`src/rtl/rx_capture_decimator.sv`:
```
// rx_capture_decimator: sample-clock stage in front of the 12-bit CDC sample FIFO.
// Waits for an armed rising-level trigger, then boxcar-decimates by 2**LOG2_R and
// writes exactly capture_len decimated samples into the FIFO write port.
//
// Optional feature macro: RXCAP_DC_OFFSET_EN
//   defined   -> dc_offset_i port exists; the working sample is
//                saturate12(adc_data_i - dc_offset_i), registered once, so every
//                latency grows by one cycle.
//   undefined -> the working sample is adc_data_i with no extra stage.
//
// Output handshake: wr_en_o is a one-cycle valid strobe with no ready; the FIFO
// must accept every strobe. At most one strobe is produced per 2**LOG2_R valid samples.
//
// The FSM state is visible as the internal signal fsm_state (IDLE/ARMED/CAPTURE).
module rx_capture_decimator #(
  parameter int LOG2_R = 2,
  parameter int LEN_W  = 16
) (
  input  logic             rx_clk_i,
  input  logic             rst_n_i,
  input  logic             adc_valid_i,
  input  logic [11:0]      adc_data_i,
  input  logic             arm_i,
  input  logic [11:0]      trig_level_i,
  input  logic [LEN_W-1:0] capture_len_i,
`ifdef RXCAP_DC_OFFSET_EN
  input  logic [11:0]      dc_offset_i,
`endif
  output logic             wr_en_o,
  output logic [11:0]      wr_data_o,
  output logic             busy_o,
  output logic             done_o
);

  localparam int ACC_W = 12 + LOG2_R;
  localparam int R     = 1 << LOG2_R;
  localparam int CNT_W = (LOG2_R > 0) ? LOG2_R : 1;

  localparam logic [1:0] ST_IDLE    = 2'd0;
  localparam logic [1:0] ST_ARMED   = 2'd1;
  localparam logic [1:0] ST_CAPTURE = 2'd2;

  logic [1:0]              fsm_state;
  logic signed [11:0]      s;
  logic                    s_valid;
  logic signed [11:0]      level_q;
  logic [LEN_W-1:0]        len_q;
  logic signed [11:0]      prev_q;
  logic                    prev_valid_q;
  logic signed [ACC_W-1:0] acc_q;
  logic [CNT_W-1:0]        samp_cnt_q;
  logic [LEN_W-1:0]        out_cnt_q;

`ifdef RXCAP_DC_OFFSET_EN
  logic signed [12:0] diff;
  logic signed [11:0] sat;
  logic signed [11:0] s_q;
  logic               s_valid_q;

  // Offset-correct in 13 bits and clamp back into the signed 12-bit range.
  always_comb begin
    diff = $signed({adc_data_i[11], adc_data_i}) - $signed({dc_offset_i[11], dc_offset_i});
    if (diff > 13'sd2047) begin
      sat = 12'sd2047;
    end else if (diff < -13'sd2048) begin
      sat = -12'sd2048;
    end else begin
      sat = diff[11:0];
    end
  end

  // Register the corrected sample; this is the extra pipeline stage.
  always_ff @(posedge rx_clk_i or negedge rst_n_i) begin
    if (!rst_n_i) begin
      s_q       <= '0;
      s_valid_q <= 1'b0;
    end else begin
      s_q       <= sat;
      s_valid_q <= adc_valid_i;
    end
  end

  assign s       = s_q;
  assign s_valid = s_valid_q;
`else
  assign s       = $signed(adc_data_i);
  assign s_valid = adc_valid_i;
`endif

  logic signed [ACC_W-1:0] s_ext;
  logic signed [ACC_W-1:0] sum;
  logic signed [11:0]      dec_val;
  logic                    trig_hit;
  logic                    take;
  logic                    last_in_block;
  logic                    last_out;

  // Trigger detection, accumulation and end-of-block / end-of-capture decisions.
  always_comb begin
    s_ext         = ACC_W'(s);
    sum           = acc_q + s_ext;
    dec_val       = 12'(sum >>> LOG2_R);
    trig_hit      = prev_valid_q && (prev_q < level_q) && (s >= level_q);
    take          = s_valid && ((fsm_state == ST_CAPTURE) ||
                                ((fsm_state == ST_ARMED) && trig_hit));
    last_in_block = (samp_cnt_q == CNT_W'(R - 1));
    last_out      = ((out_cnt_q + LEN_W'(1)) == len_q);
  end

  // Capture FSM with accumulator, counters and registered outputs.
  always_ff @(posedge rx_clk_i or negedge rst_n_i) begin
    if (!rst_n_i) begin
      fsm_state    <= ST_IDLE;
      level_q      <= '0;
      len_q        <= '0;
      prev_q       <= '0;
      prev_valid_q <= 1'b0;
      acc_q        <= '0;
      samp_cnt_q   <= '0;
      out_cnt_q    <= '0;
      wr_en_o      <= 1'b0;
      wr_data_o    <= '0;
      busy_o       <= 1'b0;
      done_o       <= 1'b0;
    end else begin
      wr_en_o <= 1'b0;
      done_o  <= 1'b0;
      case (fsm_state)
        ST_IDLE: begin
          busy_o <= 1'b0;
          if (arm_i && (capture_len_i != '0)) begin
            level_q      <= $signed(trig_level_i);
            len_q        <= capture_len_i;
            prev_valid_q <= 1'b0;
            acc_q        <= '0;
            samp_cnt_q   <= '0;
            out_cnt_q    <= '0;
            busy_o       <= 1'b1;
            fsm_state    <= ST_ARMED;
          end
        end
        ST_ARMED: begin
          if (s_valid) begin
            if (trig_hit) begin
              fsm_state <= ST_CAPTURE;
            end else begin
              prev_q       <= s;
              prev_valid_q <= 1'b1;
            end
          end
        end
        ST_CAPTURE: begin
        end
        default: fsm_state <= ST_IDLE;
      endcase

      // The triggering sample is the first one accumulated; later state
      // assignment here overrides the ARMED->CAPTURE move for R=1, len=1.
      if (take) begin
        if (last_in_block) begin
          wr_en_o    <= 1'b1;
          wr_data_o  <= dec_val;
          acc_q      <= '0;
          samp_cnt_q <= '0;
          out_cnt_q  <= out_cnt_q + LEN_W'(1);
          if (last_out) begin
            done_o    <= 1'b1;
            fsm_state <= ST_IDLE;
          end
        end else begin
          acc_q      <= sum;
          samp_cnt_q <= samp_cnt_q + CNT_W'(1);
        end
      end
    end
  end

endmodule
```
`config.mk`:
```
export PLATFORM = sky130hd
export DESIGN_NAME = rx_capture_decimator
export DESIGN_NICKNAME = d
export VERILOG_FILES = /design/src/rtl/rx_capture_decimator.sv
export SDC_FILE = /design/constraint.sdc
export NUM_CORES = 1
export LEC_CHECK = 0
export ABC_AREA = 0
export ABC_CLOCK_PERIOD_IN_PS = 2580
export BUFFER_PORTS_ARGS = -buffer_cell sky130_fd_sc_hd__buf_4
export CAP_MARGIN = 20
export CORE_MARGIN = 2
export CORE_UTILIZATION = 54
export CTS_CLUSTER_SIZE = 30
export DETAILED_ROUTE_END_ITERATION = 8
export PLACE_DENSITY = 0.76
export SYNTH_ARGS = -nofsm -noshare
export SYNTH_HDL_FRONTEND = slang
export SYNTH_SLANG_ARGS = --single-unit
```
`constraint.sdc`:
```
create_clock -name rx_clk_i -period 2.58 [get_ports rx_clk_i]
set_input_delay 0.774 -clock rx_clk_i [delete_from_list [all_inputs] [get_ports rx_clk_i]]
set_output_delay 0.774 -clock rx_clk_i [all_outputs]
set_load 0.03 [all_outputs]
```
==> results of run 1 <==
## cells by family after synthesis
group                    after synthesis  synth area share
AO/OA/AOI/OAI                        106             0.159
AND/OR/NAND/NOR                      106             0.107
flip-flops                            90             0.420
multiplexers                          53             0.117
XOR/XNOR                              40            0.0654
buffers and inverters                 40            0.0388
adder cells (fa/ha/maj)               39            0.0925
## cell usage in the layout, fill, tap and decap left out, types with 4 or more instances in the layout
| cell | count |
|---|---|
| buf_4 | 105 |
| dfrtp_1 | 90 |
| mux2_2 | 43 |
| ha_1 | 31 |
| xnor2_1 | 27 |
| nand2_1 | 20 |
| nor2_1 | 18 |
| inv_1 | 17 |
| a22o_2 | 15 |
| nand3_1 | 15 |
| nand4_1 | 14 |
| o21ai_0 | 13 |
| xor2_1 | 13 |
| a21oi_1 | 12 |
| a22oi_1 | 10 |
| clkbuf_8 | 10 |
| a31o_2 | 9 |
| mux2_4 | 9 |
| nor4_1 | 6 |
| or2_2 | 6 |
| ha_4 | 6 |
| o21a_1 | 5 |
| a21o_1 | 5 |
| and3_1 | 4 |
| nor3_1 | 4 |
| buf_12 | 4 |
## sequential cells by signal, summed over array words and instances (netlist names)
signal	count
wr_en_o	1
out_cnt_q	16
done_o	1
acc_q	14
len_q	16
samp_cnt_q	2
prev_valid_q	1
busy_o	1
fsm_state	2
level_q	12
prev_q	12
wr_data_o	12
## layout make-up
cell class	instances	share of cell area
Multi-Input combinational cell	344	0.459
Sequential cell	90	0.340
Timing Repair Buffer	111	0.137
Tap cell	133	0.0251
Clock buffer	10	0.0208
Inverter	20	0.0121
Clock inverter	6	0.00623
## repair_timing
action / in CTS / in global routing
gates resized for setup: 3 / 10
gates cloned: 1 / 0
endpoints found under the setup margin: 23 / 47
buffers inserted: 3 / 2
pin swaps: 2 / 9
## routing by layer
layer  track usage  part of all wire
met3        0.0447             0.045
met1         0.289              0.42
met2         0.406              0.52
met5             0                 0
met4        0.0782             0.022
## cells in the mapped netlist (4+ instances only)
cell type,number,share of area
nand3_1,16,0.015
or2_2,6,0.0070
nand2_1,20,0.014
a21o_1,5,0.0070
o21ai_0,14,0.013
a22oi_1,10,0.014
buf_2,5,0.0047
ha_1,38,0.089
clkbuf_1,9,0.0063
a31o_2,9,0.015
nor4_1,6,0.0070
and3_1,4,0.0047
xor2_1,13,0.021
nor2_1,18,0.013
a22o_2,15,0.028
nor3_1,5,0.0047
mux2_2,43,0.090
o21a_1,5,0.0070
inv_1,19,0.013
nand4_1,14,0.016
mux2_4,9,0.025
a21oi_1,14,0.013
dfrtp_1,90,0.42
xnor2_1,27,0.044
## worst paths after layout
kind | start | endpoint | cells after the start
max in group asynchronous | rst_n_i | len_q[15] | 2
worst max-delay path | prev_q[5] | fsm_state[1] | 11
worst min register to register | level_q[2] | level_q[2] | 1
min in group rx_clk_i | level_q[2] | level_q[2] | 1
worst min-delay path | rst_n_i | level_q[7] | 1
worst max register to register | prev_q[5] | fsm_state[1] | 11
## power groups by stage
stage	logic (uW)	clock network [uW]	registers, uW
3_5_place_dp	3280	0	2310
3_3_place_gp	3150	0	2290
5_1_grt	3880	986	2360
4_1_cts	3420	919	2280
2_1_floorplan	2180	0	2400
6_report	3550	910	2290
## critical path, stage by stage (launching register included)
cell and delay [ns]:
dfrtp_1 0.43, ha_4 0.25, a211o_1 0.25, o211ai_1 0.12, o311ai_2 0.17, a21oi_2 0.22
buf_4 0.16, o211ai_4 0.09, buf_12 0.14, a2111oi_4 0.43, buf_4 0.18, nor2_1 0.03
## per-stage QoR
step	instance area, sq um	TNS, ns	util
global placement	6300	-7.12	0.651
floorplan	5420	-0.562	-
CTS	6550	0	0.676
global route	6630	-0.114	0.684
finish	6630	0	0.684
detailed placement	6300	-9.35	0.651
==> flow_metrics.env, run 1 <==
export IMPL_final_max_slew_violation_count=0
export IMPL_overflow=0
export IMPL_fin_hold_ws_ns=0.318
export IMPL_hold_viol=0
export IMPL_leakage_uw=0.00299
export IMPL_clkPwrFrac=0.135
export IMPL_cts_inserted_buffers=9
export IMPL_finalSetupViolCount=0
export IMPL_coreArea_sq_um=9680
export IMPL_dp_cells=692
export IMPL_worstSetupPathType="flop to flop"
export IMPL_maxCapViolations=0
export IMPL_postSynth_asyncResetShare=1.00
export IMPL_die_height_microns=104
export IMPL_first_pass_iters=6
export IMPL_grt_antenna_before_repair=0
export IMPL_drive_gt1_frac=0.410
export IMPL_num_fill_cells=728
export IMPL_swShare=0.382
export IMPL_ir_worst_vdd_mv=0.620
export IMPL_grt_pass1_wl_microns=20300
export IMPL_ioPinCount=59
export IMPL_fin_cells=714
export IMPL_drc_errors=0
export IMPL_combPwrFrac=0.526
export IMPL_ys_ff_latch=90
export IMPL_relSlewSlack=0.745
export IMPL_finalWorstSetupSlack_ns=0.0000422
export IMPL_min_period_ns=2.58
export IMPL_power_uw=6760
export IMPL_dpl_hpwl_microns=8900
export IMPL_avgSynthCellArea_sq_um=11.3
export IMPL_clock_sinks=90
export IMPL_cp_end_kind="flop"
export IMPL_place_ws_ns=-0.295
export IMPL_clockRootBuffer="clkbuf_8"
export IMPL_yosys_warnings=0
export IMPL_cp_start_kind="flop"
export IMPL_syn_nets=557
export IMPL_status="finished, final reports clean"
export IMPL_vias=4107
export IMPL_layout_nets=659
export IMPL_grtUsageTotal=0.232
export IMPL_worst_slew_pin_slew_ns=0.383
export IMPL_multi_input_area_sq_um=3040
export IMPL_rrSetupSlack_ns=0.00004
export IMPL_detail_route_wl_per_cell_microns=16.7
export IMPL_fin_skew_ns=0.0125
export IMPL_synth_cells=474
export IMPL_ys_seq_area_frac=0.420
export IMPL_netlist_area_sq_um=5360
export IMPL_cts_tree="yes"
export IMPL_fmax_mhz=388
export IMPL_gp_congestion=0.878
export IMPL_finalCritPeriodShare=1.00
export IMPL_initial_core_util=0.553
export IMPL_vias_per_cell=5.75
export IMPL_required_ns=2.84
export IMPL_port_buffers=58
export IMPL_cts_hold_buf=0
export IMPL_antenna_cells=0
export IMPL_p_per_area_nw_per_um2=1020
export IMPL_crit_arrival_ns=2.84
export IMPL_p_int_uw=4180
export IMPL_netlist_cell_type_count=66
export IMPL_first_global_vias=4262
export IMPL_pwr_share_seq=0.339
export IMPL_clk_latency_ns=0.36
export IMPL_cts_buffer_depth=2
export IMPL_clk_pin_slew_ns=0.10
export IMPL_drt_wl_total_microns=11900
export IMPL_grt_max_degree=43
export IMPL_seqCellArea_sq_um=2250
export IMPL_synthFlopType="dfrtp_1"
export IMPL_h_tree_depth=3
export IMPL_num_rows=36
export IMPL_syn_to_final_growth_pct=23.7
export IMPL_crit_fanout=3
export IMPL_synth_edf_count=0
export IMPL_rsz0062_at_grt="yes"
export IMPL_p_sw_uw=2580
export IMPL_drtIter0Drc=123
export IMPL_die_w_microns=104
export IMPL_min_path_type="input pin to asynchronous set/reset pin"
export IMPL_dieArea_sq_um=10700
export IMPL_ant_nets=0
Note: power is estimated with default switching activity, not from simulation.
==> run 2, diff against run 1 <==
- ABC_CLOCK_PERIOD_IN_PS: 2580 -> 3000
- CORE_UTILIZATION: 54 -> 30
- PLACE_DENSITY: 0.76 -> 0.45
- clock period: 2.58 -> 3 ns (I/O delays scaled with it)
==> flow_metrics.env, run 2 (same netlist as run 1, synthesis figures left out) <==
export IMPL_drive_gt1_frac=0.356
export IMPL_cts_tree="yes"
export IMPL_leakage_uw=0.00293
export IMPL_first_global_vias=4055
export IMPL_final_max_slew_violation_count=0
export IMPL_clk_latency_ns=0.36
export IMPL_cts_inserted_buffers=9
export IMPL_gp_congestion=0.846
export IMPL_cpPeakStageDelay_ns=0.41
export IMPL_r2r_start="out_cnt_q[1]"
export IMPL_top_regs="len_q x16, out_cnt_q x16, acc_q x14"
export IMPL_syn_to_final_growth_pct=21.9
export IMPL_drc_errors=0
export IMPL_worst_slew_pin_slew_ns=0.581
export IMPL_ioPinCount=59
export IMPL_crit_path_frequent_cell="a21oi_1"
export IMPL_ir_worst_vdd_mv=0.395
export IMPL_die_height_microns=138
export IMPL_crit_slowest_cell="fa_1"
export IMPL_antenna_cells=0
export IMPL_cp_end_kind="flop"
export IMPL_vias_per_cell=5.00
export IMPL_clockRootBuffer="clkbuf_16"
export IMPL_stdcell_area_sq_um=6530
export IMPL_whs_endpoint="level_q[1]"
export IMPL_grt_antenna_before_repair=0
export IMPL_grt_max_degree=51
export IMPL_hold_viol=0
export IMPL_cp_cell_sequence="buf_4 -> ha_1 -> fa_1 -> a21o_1 -> a21oi_1 -> o211ai_1 -> a31o_2 -> a21oi_1 -> xnor2_1 -> mux2_4"
export IMPL_overflow=0
export IMPL_tns_ns=0
export IMPL_rsz0062_at_grt="no"
export IMPL_layout_commonest_cell="dfrtp_1"
export IMPL_dieArea_sq_um=18900
export IMPL_cp_start_kind="input pin"
export IMPL_relSlewSlack=0.613
export IMPL_initial_core_util=0.309
export IMPL_finalSetupViolCount=0
export IMPL_maxCapViolations=0
export IMPL_layout_nets=633
export IMPL_fin_cells=779
export IMPL_vias=3895
export IMPL_detail_route_wl_per_cell_microns=16.4
export IMPL_finalCritPeriodShare=0.932
export IMPL_grt_pass1_wl_microns=21200
export IMPL_h_tree_depth=3
export IMPL_rr_worst_depth=9
export IMPL_required_ns=3.24
export IMPL_clk_pin_slew_ns=0.06
export IMPL_cp_num_buf_inv=1
export IMPL_crit_arrival_ns=3.03
export IMPL_p_per_area_nw_per_um2=920
export IMPL_crit_fanout=3
export IMPL_port_buffers=58
export IMPL_rr_endpoint="fsm_state[1]"
export IMPL_drt_wl_total_microns=12800
export IMPL_hp_start="level_q[1]"
export IMPL_ant_nets=0
export IMPL_fmax_mhz=358
export IMPL_grtUsageTotal=0.148
export IMPL_hold_path_depth=1
export IMPL_fin_skew_ns=0.0134
export IMPL_rrSetupSlack_ns=0.36
export IMPL_drtIter0Drc=172
export IMPL_min_path_type="flop to flop"
export IMPL_die_w_microns=138
export IMPL_placed_cell_area_sq_um=6170
export IMPL_dp_cells=763
export IMPL_fin_hold_ws_ns=0.505
export IMPL_final_cell_mix="dfrtp_1 (90), buf_4 (82), mux2_2 (43), ha_1 (38), xnor2_1 (27)"
export IMPL_clock_sinks=90
export IMPL_cts_buffer_depth=2
export IMPL_dpl_hpwl_microns=9580
export IMPL_worstSetupPathType="input pin to flop"
export IMPL_num_rows=48
export IMPL_cts_hold_buf=0
export IMPL_coreArea_sq_um=17400
export IMPL_cp_top_family="compound AO/OA/AOI/OAI gates"
export IMPL_min_period_ns=2.80
export IMPL_first_pass_iters=5
export IMPL_status="finished, final reports clean"
[run 2: worst max path at each step]
stage                        startpoint            end  slack, ns  cells after the start
after floorplan           adc_data_i[0]   wr_data_o[8]       0.09                      9
after global placement    adc_data_i[0]  wr_data_o[10]      -0.18                     10
after detailed placement  adc_data_i[0]  wr_data_o[10]      -0.23                     10
after CTS                 adc_data_i[0]  wr_data_o[10]       0.13                     10
after global routing       out_cnt_q[2]   fsm_state[1]       0.06                      8
final                     adc_data_i[0]   wr_data_o[8]       0.20                     10
[run 2: through the flow]
step | power (uW) | utilization | worst slack [ns]
finish | 6010 | 0.376 | 0.204
global route | 6470 | 0.376 | 0.0558
CTS | 6080 | 0.375 | 0.134
detailed placement | 4710 | 0.356 | -0.231
global placement | 4660 | 0.356 | -0.181
floorplan | 3900 | - | 0.0945
[run 2: repair_timing]
item                                    in CTS  in global routing
endpoints found under the hold margin        0                  0
endpoints found under the setup margin       0                  5
gates resized for setup                      0                  1
setup buffers                                0                  1
[run 2: power by group]
| group | internal (uW) | switching (uW) | total, uW |
|---|---|---|---|
| clock | 831 | 489 | 1320 |
| sequential | 1660 | 300 | 1960 |
| combinational | 1380 | 1350 | 2730 |
| total | 3870 | 2140 | 6010 |
[run 2: layout make-up]
type,instances,area (sq um)
Fill cell,1704,10800
Multi-Input combinational cell,344,2900
Sequential cell,90,2250
Timing Repair Buffer,85,676
Tap cell,225,282
Clock buffer,10,239
Clock inverter,5,103
Inverter,20,77.6
[run 2: routing by layer]
| metal | global-route usage | vias to the layer above | share of wire |
|---|---|---|---|
| met5 | 0 | - | 0 |
| met4 | 0.0464 | 0 | 0.015 |
| met3 | 0.0357 | 15 | 0.041 |
| met2 | 0.241 | 68 | 0.47 |
| met1 | 0.193 | 1897 | 0.47 |
| li1 | - | 1915 | - |
==> run 3, diff against run 2 <==
- ABC_CLOCK_PERIOD_IN_PS: 3000 -> 3260
- clock period: 3 -> 3.26 ns (I/O delays scaled with it)
==> flow_metrics.env, run 3 (same netlist as run 1, synthesis figures left out) <==
export IMPL_grt_antenna_before_repair=0
export IMPL_cp_start_kind="input pin"
export IMPL_rr_endpoint="fsm_state[1]"
export IMPL_dieArea_sq_um=18900
export IMPL_vias_per_cell=4.98
export IMPL_combPwrFrac=0.445
export IMPL_cts_hold_buf=0
export IMPL_die_w_microns=138
export IMPL_rr_worst_depth=8
export IMPL_syn_to_final_growth_pct=19.8
export IMPL_place_ws_ns=-0.0299
export IMPL_die_height_microns=138
export IMPL_h_tree_depth=3
export IMPL_crit_fanout=3
export IMPL_cp_end_kind="flop"
export IMPL_tns_ns=0
export IMPL_p_sw_uw=1920
export IMPL_r2r_start="out_cnt_q[2]"
export IMPL_grt_max_degree=52
export IMPL_rsz0062_at_grt="no"
export IMPL_layout_nets=621
export IMPL_cts_tree="yes"
export IMPL_finalCritPeriodShare=0.893
export IMPL_initial_core_util=0.309
export IMPL_hold_viol=0
export IMPL_final_cell_mix="dfrtp_1 (90), buf_4 (72), mux2_2 (43), ha_1 (38), xnor2_1 (27)"
export IMPL_maxCapViolations=0
export IMPL_crit_arrival_ns=3.14
export IMPL_cts_setup_buffers=0
export IMPL_hold_path_depth=1
export IMPL_post_cts_resized=0
export IMPL_fin_skew_ns=0.00663
export IMPL_drt_wl_total_microns=12500
export IMPL_min_path_type="flop to flop"
export IMPL_drive_gt1_frac=0.341
export IMPL_final_max_slew_violation_count=0
export IMPL_p_per_area_nw_per_um2=843
export IMPL_finalSetupViolCount=0
export IMPL_top_regs="len_q x16, out_cnt_q x16, acc_q x14"
export IMPL_drtIter0Drc=221
export IMPL_p_int_uw=3490
export IMPL_ir_worst_vdd_mv=0.314
export IMPL_worst_slew_pin_slew_ns=0.551
export IMPL_first_global_vias=4027
export IMPL_status="finished, final reports clean"
export IMPL_whs_endpoint="level_q[2]"
export IMPL_overflow=0
export IMPL_gp_congestion=0.814
export IMPL_required_ns=3.49
export IMPL_rrSetupSlack_ns=0.60
export IMPL_clk_latency_ns=0.35
export IMPL_first_pass_iters=4
export IMPL_dpl_hpwl_microns=9380
export IMPL_swShare=0.355
export IMPL_finalWorstSetupSlack_ns=0.349
export IMPL_hp_start="level_q[2]"
export IMPL_grt_pass1_wl_microns=21100
export IMPL_leakage_uw=0.00286
export IMPL_detail_route_wl_per_cell_microns=16.2
export IMPL_ant_nets=0
export IMPL_port_buffers=58
export IMPL_vias=3823
export IMPL_cts_inserted_buffers=9
export IMPL_clk_pin_slew_ns=0.06
export IMPL_coreArea_sq_um=17400
export IMPL_num_rows=48
export IMPL_drc_errors=0
export IMPL_utilization=0.370
export IMPL_relSlewSlack=0.633
export IMPL_layout_commonest_cell="dfrtp_1"
export IMPL_pwr_share_seq=0.333
export IMPL_fmax_mhz=344
export IMPL_cts_buffer_depth=2
export IMPL_clkPwrFrac=0.222
export IMPL_min_period_ns=2.91
export IMPL_grtUsageTotal=0.145
export IMPL_ioPinCount=59
export IMPL_clockRootBuffer="clkbuf_16"
export IMPL_antenna_cells=0
export IMPL_clock_sinks=90
export IMPL_worstSetupPathType="input pin to flop"
run 3: changes by cell type in the layout (fill, tap and decap cells not counted), sizes merged:
cell  before  now
buf       85   73
run 3: area by class of cell:
cell class	instances	area (sq um)
inverter	20	77.6
tap	225	282
sequential	90	2250
clock buffer	10	239
fill	1721	10900
timing repair buffer	73	561
clock inverter	5	103
multi-input combinational	344	2900
run 3: worst max-delay path, cell delays in order:
cell      delay [ns]
buf_4           0.12
ha_1            0.24
fa_1            0.41
a21o_1          0.20
a21oi_1         0.23
o211ai_1        0.16
a31o_2          0.25
a21oi_1         0.18
xnor2_1         0.10
mux2_4          0.25
run 3: worst max-delay path by stage:
stage,from,cells after the start,endpoint,slack (ns)
floorplan,adc_data_i[0],9,wr_data_o[8],0.28
global placement,adc_data_i[0],10,wr_data_o[10],0.008
detailed placement,adc_data_i[0],10,wr_data_o[10],-0.03
CTS,adc_data_i[0],10,wr_data_o[10],0.34
global route,adc_data_i[0],10,wr_data_o[10],0.15
finish,adc_data_i[0],10,wr_data_o[8],0.35
run 3: stage by stage:
stage	instance area [sq um]	power [uW]	cells	hold slack (ns)
final	6420	5410	767	0.507
after global routing	6420	5850	767	0.525
after CTS	6420	5500	767	0.512
after detailed placement	6080	4260	752	0.494
after global placement	6080	4220	752	0.494
after floorplan	5360	3590	474	0.479
run 3: power groups by stage:
stage               logic [uW]  clock network [uW]  registers (uW)
global placement          2410                   0            1810
CTS                       2450                1250            1810
finish                    2410                1200            1800
floorplan                 1690                   0            1900
global route              2690                1300            1860
detailed placement        2440                   0            1820
run 3: metal layers:
layer	wire (microns)	track usage	vias up
met5	0	0	-
met4	292	0.0584	0
met3	445	0.0302	18
met2	5720	0.231	68
met1	6010	0.191	1841
li1	-	-	1896
